==> src/rtl/c2s_stream_arbiter.sv <==
// Round-robin packet scheduler sharing one C2S AXI-Stream channel
// between NUM_PORTS sources, with per-grant packet quantum.
module c2s_stream_arbiter #(
  parameter int NUM_PORTS     = 4,
  parameter int DATA_WIDTH    = 128,
  parameter int KEEP_WIDTH    = DATA_WIDTH/32,
  parameter int USER_WIDTH    = 33,
  parameter int QUANTUM_WIDTH = 8,
  parameter int ID_WIDTH      = $clog2(NUM_PORTS)
) (
  input  logic                             s_axi_clk,
  input  logic                             s_axi_rst,
  input  logic [NUM_PORTS-1:0]             port_enable,
  input  logic [QUANTUM_WIDTH-1:0]         quantum,
  input  logic [NUM_PORTS*DATA_WIDTH-1:0]  s_axis_tdata,
  input  logic [NUM_PORTS*KEEP_WIDTH-1:0]  s_axis_tkeep,
  input  logic [NUM_PORTS-1:0]             s_axis_tlast,
  input  logic [NUM_PORTS*USER_WIDTH-1:0]  s_axis_tuser,
  input  logic [NUM_PORTS-1:0]             s_axis_tvalid,
  output logic [NUM_PORTS-1:0]             s_axis_tready,
  output logic [DATA_WIDTH-1:0]            m_axis_tdata,
  output logic [KEEP_WIDTH-1:0]            m_axis_tkeep,
  output logic                             m_axis_tlast,
  output logic [USER_WIDTH-1:0]            m_axis_tuser,
  output logic [ID_WIDTH-1:0]              m_axis_tid,
  output logic                             m_axis_tvalid,
  input  logic                             m_axis_tready,
  output logic [NUM_PORTS-1:0]             grant,
  output logic                             pkt_done,
  output logic [ID_WIDTH-1:0]              pkt_done_port
);

  typedef enum logic {
    ARB  = 1'b0,
    XFER = 1'b1
  } state_t;

  localparam logic [ID_WIDTH:0]   NP      = (ID_WIDTH+1)'(NUM_PORTS);
  localparam logic [ID_WIDTH-1:0] LAST_ID = ID_WIDTH'(NUM_PORTS-1);

  state_t                   state_q, state_d;
  logic [NUM_PORTS-1:0]     grant_q, grant_d;
  logic [ID_WIDTH-1:0]      gnt_id_q, gnt_id_d;
  logic [ID_WIDTH-1:0]      start_ptr_q, start_ptr_d;
  logic [QUANTUM_WIDTH-1:0] pkt_cnt_q, pkt_cnt_d;
  logic [DATA_WIDTH-1:0]    tdata_q, tdata_d;
  logic [KEEP_WIDTH-1:0]    tkeep_q, tkeep_d;
  logic                     tlast_q, tlast_d;
  logic [USER_WIDTH-1:0]    tuser_q, tuser_d;
  logic [ID_WIDTH-1:0]      tid_q, tid_d;
  logic                     tvalid_q, tvalid_d;
  logic                     pkt_done_q, pkt_done_d;
  logic [ID_WIDTH-1:0]      done_port_q, done_port_d;

  logic [NUM_PORTS-1:0]     elig;
  logic                     found;
  logic [ID_WIDTH-1:0]      sel_id;
  logic [ID_WIDTH:0]        idx;
  logic                     out_free;
  logic                     in_fire;
  logic                     in_last;
  logic [QUANTUM_WIDTH:0]   cnt_inc;
  logic [QUANTUM_WIDTH:0]   q_eff;
  logic                     exhausted;

  assign elig     = s_axis_tvalid & port_enable;
  assign out_free = !tvalid_q || m_axis_tready;
  assign in_last  = s_axis_tlast[gnt_id_q];
  assign in_fire  = (state_q == XFER)
                 && s_axis_tvalid[gnt_id_q]
                 && out_free;

  assign cnt_inc   = {1'b0, pkt_cnt_q} + (QUANTUM_WIDTH+1)'(1);
  assign q_eff     = (quantum == '0) ? (QUANTUM_WIDTH+1)'(1)
                                     : {1'b0, quantum};
  assign exhausted = (cnt_inc >= q_eff);

  // First eligible port at or after start_ptr, wrapping.
  always_comb begin
    found  = 1'b0;
    sel_id = '0;
    idx    = '0;
    for (int i = 0; i < NUM_PORTS; i++) begin
      idx = {1'b0, start_ptr_q} + (ID_WIDTH+1)'(i);
      if (idx >= NP) idx = idx - NP;
      if (!found && elig[idx[ID_WIDTH-1:0]]) begin
        found  = 1'b1;
        sel_id = idx[ID_WIDTH-1:0];
      end
    end
  end

  always_comb begin
    s_axis_tready = '0;
    if (state_q == XFER) s_axis_tready[gnt_id_q] = out_free;
  end

  always_comb begin
    state_d     = state_q;
    grant_d     = grant_q;
    gnt_id_d    = gnt_id_q;
    start_ptr_d = start_ptr_q;
    pkt_cnt_d   = pkt_cnt_q;
    tdata_d     = tdata_q;
    tkeep_d     = tkeep_q;
    tlast_d     = tlast_q;
    tuser_d     = tuser_q;
    tid_d       = tid_q;
    tvalid_d    = tvalid_q;
    pkt_done_d  = tvalid_q && m_axis_tready && tlast_q;
    done_port_d = done_port_q;
    if (pkt_done_d) done_port_d = tid_q;

    unique case (state_q)
      ARB: begin
        if (found) begin
          state_d  = XFER;
          gnt_id_d = sel_id;
          grant_d  = NUM_PORTS'(1) << sel_id;
          if (sel_id != gnt_id_q) pkt_cnt_d = '0;
        end
      end
      XFER: begin
        if (in_fire && in_last) begin
          state_d = ARB;
          grant_d = '0;
          if (exhausted) begin
            pkt_cnt_d   = '0;
            start_ptr_d = (gnt_id_q == LAST_ID) ? '0
                        : gnt_id_q + ID_WIDTH'(1);
          end else begin
            pkt_cnt_d   = cnt_inc[QUANTUM_WIDTH-1:0];
            start_ptr_d = gnt_id_q;
          end
        end
      end
      default: state_d = ARB;
    endcase

    if (in_fire) begin
      tdata_d  = s_axis_tdata[gnt_id_q*DATA_WIDTH +: DATA_WIDTH];
      tkeep_d  = s_axis_tkeep[gnt_id_q*KEEP_WIDTH +: KEEP_WIDTH];
      tuser_d  = s_axis_tuser[gnt_id_q*USER_WIDTH +: USER_WIDTH];
      tlast_d  = in_last;
      tid_d    = gnt_id_q;
      tvalid_d = 1'b1;
    end else if (m_axis_tready) begin
      tvalid_d = 1'b0;
    end
  end

  always_ff @(posedge s_axi_clk) begin
    if (s_axi_rst) begin
      state_q     <= ARB;
      grant_q     <= '0;
      gnt_id_q    <= '0;
      start_ptr_q <= '0;
      pkt_cnt_q   <= '0;
      tdata_q     <= '0;
      tkeep_q     <= '0;
      tlast_q     <= 1'b0;
      tuser_q     <= '0;
      tid_q       <= '0;
      tvalid_q    <= 1'b0;
      pkt_done_q  <= 1'b0;
      done_port_q <= '0;
    end else begin
      state_q     <= state_d;
      grant_q     <= grant_d;
      gnt_id_q    <= gnt_id_d;
      start_ptr_q <= start_ptr_d;
      pkt_cnt_q   <= pkt_cnt_d;
      tdata_q     <= tdata_d;
      tkeep_q     <= tkeep_d;
      tlast_q     <= tlast_d;
      tuser_q     <= tuser_d;
      tid_q       <= tid_d;
      tvalid_q    <= tvalid_d;
      pkt_done_q  <= pkt_done_d;
      done_port_q <= done_port_d;
    end
  end

  assign m_axis_tdata  = tdata_q;
  assign m_axis_tkeep  = tkeep_q;
  assign m_axis_tlast  = tlast_q;
  assign m_axis_tuser  = tuser_q;
  assign m_axis_tid    = tid_q;
  assign m_axis_tvalid = tvalid_q;
  assign grant         = grant_q;
  assign pkt_done      = pkt_done_q;
  assign pkt_done_port = done_port_q;

endmodule
==> config.mk <==
export PLATFORM = sky130hd
export DESIGN_NAME = c2s_stream_arbiter
export DESIGN_NICKNAME = d
export VERILOG_FILES = /design/src/rtl/c2s_stream_arbiter.sv
export SDC_FILE = /design/constraint.sdc
export NUM_CORES = 1
export LEC_CHECK = 0
export ABC_AREA = 1
export CAP_MARGIN = 20
export CORE_AREA = 2 2 332 334
export DETAILED_ROUTE_END_ITERATION = 8
export DIE_AREA = 0 0 334 336
export HOLD_SLACK_MARGIN = 0.12
export MAX_ROUTING_LAYER = met4
export PLACE_DENSITY = 0.38
export SYNTH_ARGS = -nofsm -noshare
export SYNTH_HDL_FRONTEND = slang
export SYNTH_SLANG_ARGS = --single-unit
==> constraint.sdc <==
create_clock -name s_axi_clk -period 3.9 [get_ports s_axi_clk]
set_clock_uncertainty 0.15 [all_clocks]
set_input_delay 0.39 -clock s_axi_clk [delete_from_list [all_inputs] [get_ports s_axi_clk]]
set_output_delay 0.39 -clock s_axi_clk [all_outputs]
set_load 0.03 [all_outputs]
==> summary.md <==
| Metric | Value |
|---|---|
| Hold slack | 0.2977 ns |
| Startpoint Class | flip-flop |
| Top cell type's share of synthesized area | 31.97% |
| Most common cell after layout, fill and taps aside | clkdlybuf4s50_1 |
| Largest net degree at the start of global routing | 164 |
| Proportion of layout cells with a drive suffix above 1 | 3.389% |
| Postcts setup bufs | 0 |
| Outcome | complete, no violations |
| Setup TNS | 0 ns |
| Worst-Margin Slew | 0.9149 ns |
| Grt ovf | 0 |
| Pins Over Slew Limit | 0 |
| Syn Area/Cell | 6.114 sq um |
| Fmax | about 340 MHz |
| Worst-case clock buffer depth | 2 |
| Most frequent cells in the layout | clkdlybuf4s50_1 (862), nor2_1 (693), o21ai_0 (504) |
| RSZ-0062 raised after global routing | false |
| First-pass GRT wire length | roughly 110000 um |
| Synthesis Warnings | 0 |
| CP endpoint kind | output pin |
| Worst-skew pair later-pin latency | 0.51 ns |
| Setup CP Type | reg -> out |
| DP HPWL | 61070 um |
| Vias after detailed routing | 16010 |
| Synth-to-layout area growth | 89.95% |
| DR vias/cell | 3.898 |
| Io pins | 863 |
| Multi-input logic area | 7176 sq um |
| Fin crit period | 2.932 ns |
| CTS tree | done |
| DRT Pass-1 Iters | 7 |
| CTS clock-pin slew for the worst setup and hold paths | 0.08 ns |
| GRT Resource Usage Total | 14.06% |
| Gate Count Post-Synth | 1936 |
| Post-Syn Nets | between 2000 and 3000 |
| P_leak | ~8.2 nW |
| Number of I/O port buffers | about 860 |
| Hold buffers post-CTS | 0 |
| Synth Register Bits | 189 |
| VDD IR max | 0.3465 mV |
| Period utilization | 75.18% |
| Vias in the first global route | 15720 |
| Nets | 3368 |
| # DRC | 0 |
| CORE AREA | approximately 110000 sq um |
| Cell variety after synth | 31 |
| Number of H-tree levels | 4 |
| Clock root buffer | clkbuf_16 |
| Die area | 112200 sq um |
| Routability Congestion | 0.8245 |
| Post-route ant nets | 0 |
| Maxcap violations | 0 |
| Initial antenna violation count | 14 |
| Final setup violation count | 0 |
| Synth area leader | dfxtp_1 |
| Routed WL per cell | roughly 20 um |
| Critical Path RT | 3.36 ns |
| Slew HR | 39.00% |
| Sequential cell area | 3791 sq um |
| Pwr dens | slightly above 600 nW/um^2 |
| WP data arrival | between 2 and 2.5 ns |
| Total Wirelength | 80170 um |
| Synth top area cells | dfxtp_1 (32%), nor2_1 (22%), o21ai_0 (21%), a31oi_1 (7.8%), clkbuf_1 (3.2%) |
| Critical Path Fanout Max | 37 |
| Die Y | 336 um |
| Seq/Total Area, Yosys | 31.97% |
| 1st-iter DRT viols | between 700 and 800 |
| Sink Count | 189 |
| Synthesized area | 11840 sq um |
| Min-Delay Path Class | reg -> reg |
| Filler cells | 12320 |
| Post_cts resized | 0 |
| Die width | between 300 and 400 um |
| Number of buffers created by CTS | 17 |
| Initial core utilization | between 10% and 20% |
| Endpoints failing hold | 0 |
| Row cnt | 121 |
## flip-flops by register name, indices dropped and copies added, names as in the netlist, 2 cells and up
signal	cells
m_axis_tdata	128
m_axis_tid	2
pkt_done_port	2
start_ptr_q	2
grant	4
gnt_id_q	2
m_axis_tkeep	4
pkt_cnt_q	8
m_axis_tuser	33
## final timing paths
check / from / endpoint / slack [ns] / depth (start not counted)
setup / recovery: gnt_id_q[0] / s_axis_tready[0] / 0.97 / 5
hold / removal: pkt_done_port[0] / pkt_done_port[0] / 0.30 / 2
setup reg to reg: pkt_cnt_q[0] / pkt_cnt_q[2] / 1.18 / 14
hold reg to reg: pkt_done_port[0] / pkt_done_port[0] / 0.30 / 2
## logic make-up (layout without fill, tap and decap cells)
| family | Yosys count | after routing | share of synthesized area [%] |
|---|---|---|---|
| simple gates | 816 | 816 | 27.38 |
| compound gates | 696 | 696 | 31.33 |
| buf+inv | 216 | 965 | 7.505 |
| flops | 189 | 189 | 31.97 |
| fa+ha+maj | 13 | 13 | 1.374 |
| xor+xnor | 6 | 6 | 0.4440 |
| other cells | 0 | 9 | 0 |
## Yosys cell counts (all sizes together)
master and number:
dfxtp 189, nor3b 1, nor4 1, o22ai 19, ha 13, o21bai 1, nor3 5, inv 46
buf 69, nand4 6, nor2 695, nand2 77, o211ai 3, clkbuf 101, a211oi 1, o21ai 506
nand3 31, a31oi 147, a21oi 18, a41o 1, xor2 6
## report_power, final
| group | leakage [nW] | total (mW) | switching, mW | internal, mW |
|---|---|---|---|---|
| Clock | 0.285 | 1.95 | 1.05 | 0.907 |
| Sequential | 1.56 | 3.16 | 0.507 | 2.65 |
| Combinational | 6.34 | 8.50 | 5.40 | 3.10 |
| Total | 8.18 | 13.6 | 6.95 | 6.66 |
## layer usage
metal	global-route usage, %	share of wire [%]
met5	-	0
met4	3.728	1.5
met1	16.01	41
met2	24.11	51
met3	3.962	6.7
## worst max-delay path: stages (launching register included)
cell and delay, ns:
dfxtp_4 0.47, inv_8 0.25, ha_1 0.19, inv_1 0.04, nor2_1 0.17, clkdlybuf4s50_1 0.74
## metrics by stage
step,worst slack (ns),utilization [%],std cells,power (mW),area [sq um]
after floorplan,1.614,-,1936,7.973,11840
after global placement,0.9422,20.18,4067,11.90,21880
after detailed placement,0.9215,20.18,4067,11.84,21880
after CTS,0.8587,20.72,4099,13.93,22460
after global routing,0.7867,20.74,4107,14.72,22480
final,0.9678,20.74,4108,13.61,22480
## cell type report
class	instances	area share [%]
Inverter	46	0.8459
Clock buffer	17	1.892
Clock inverter	15	0.6901
Timing Repair Buffer	887	39.82
Antenna cell	9	0.1002
Sequential cell	189	16.86
Multi-Input combinational cell	1531	31.92
Tap cell	1414	7.869
Power figures use the tool's default switching activity.
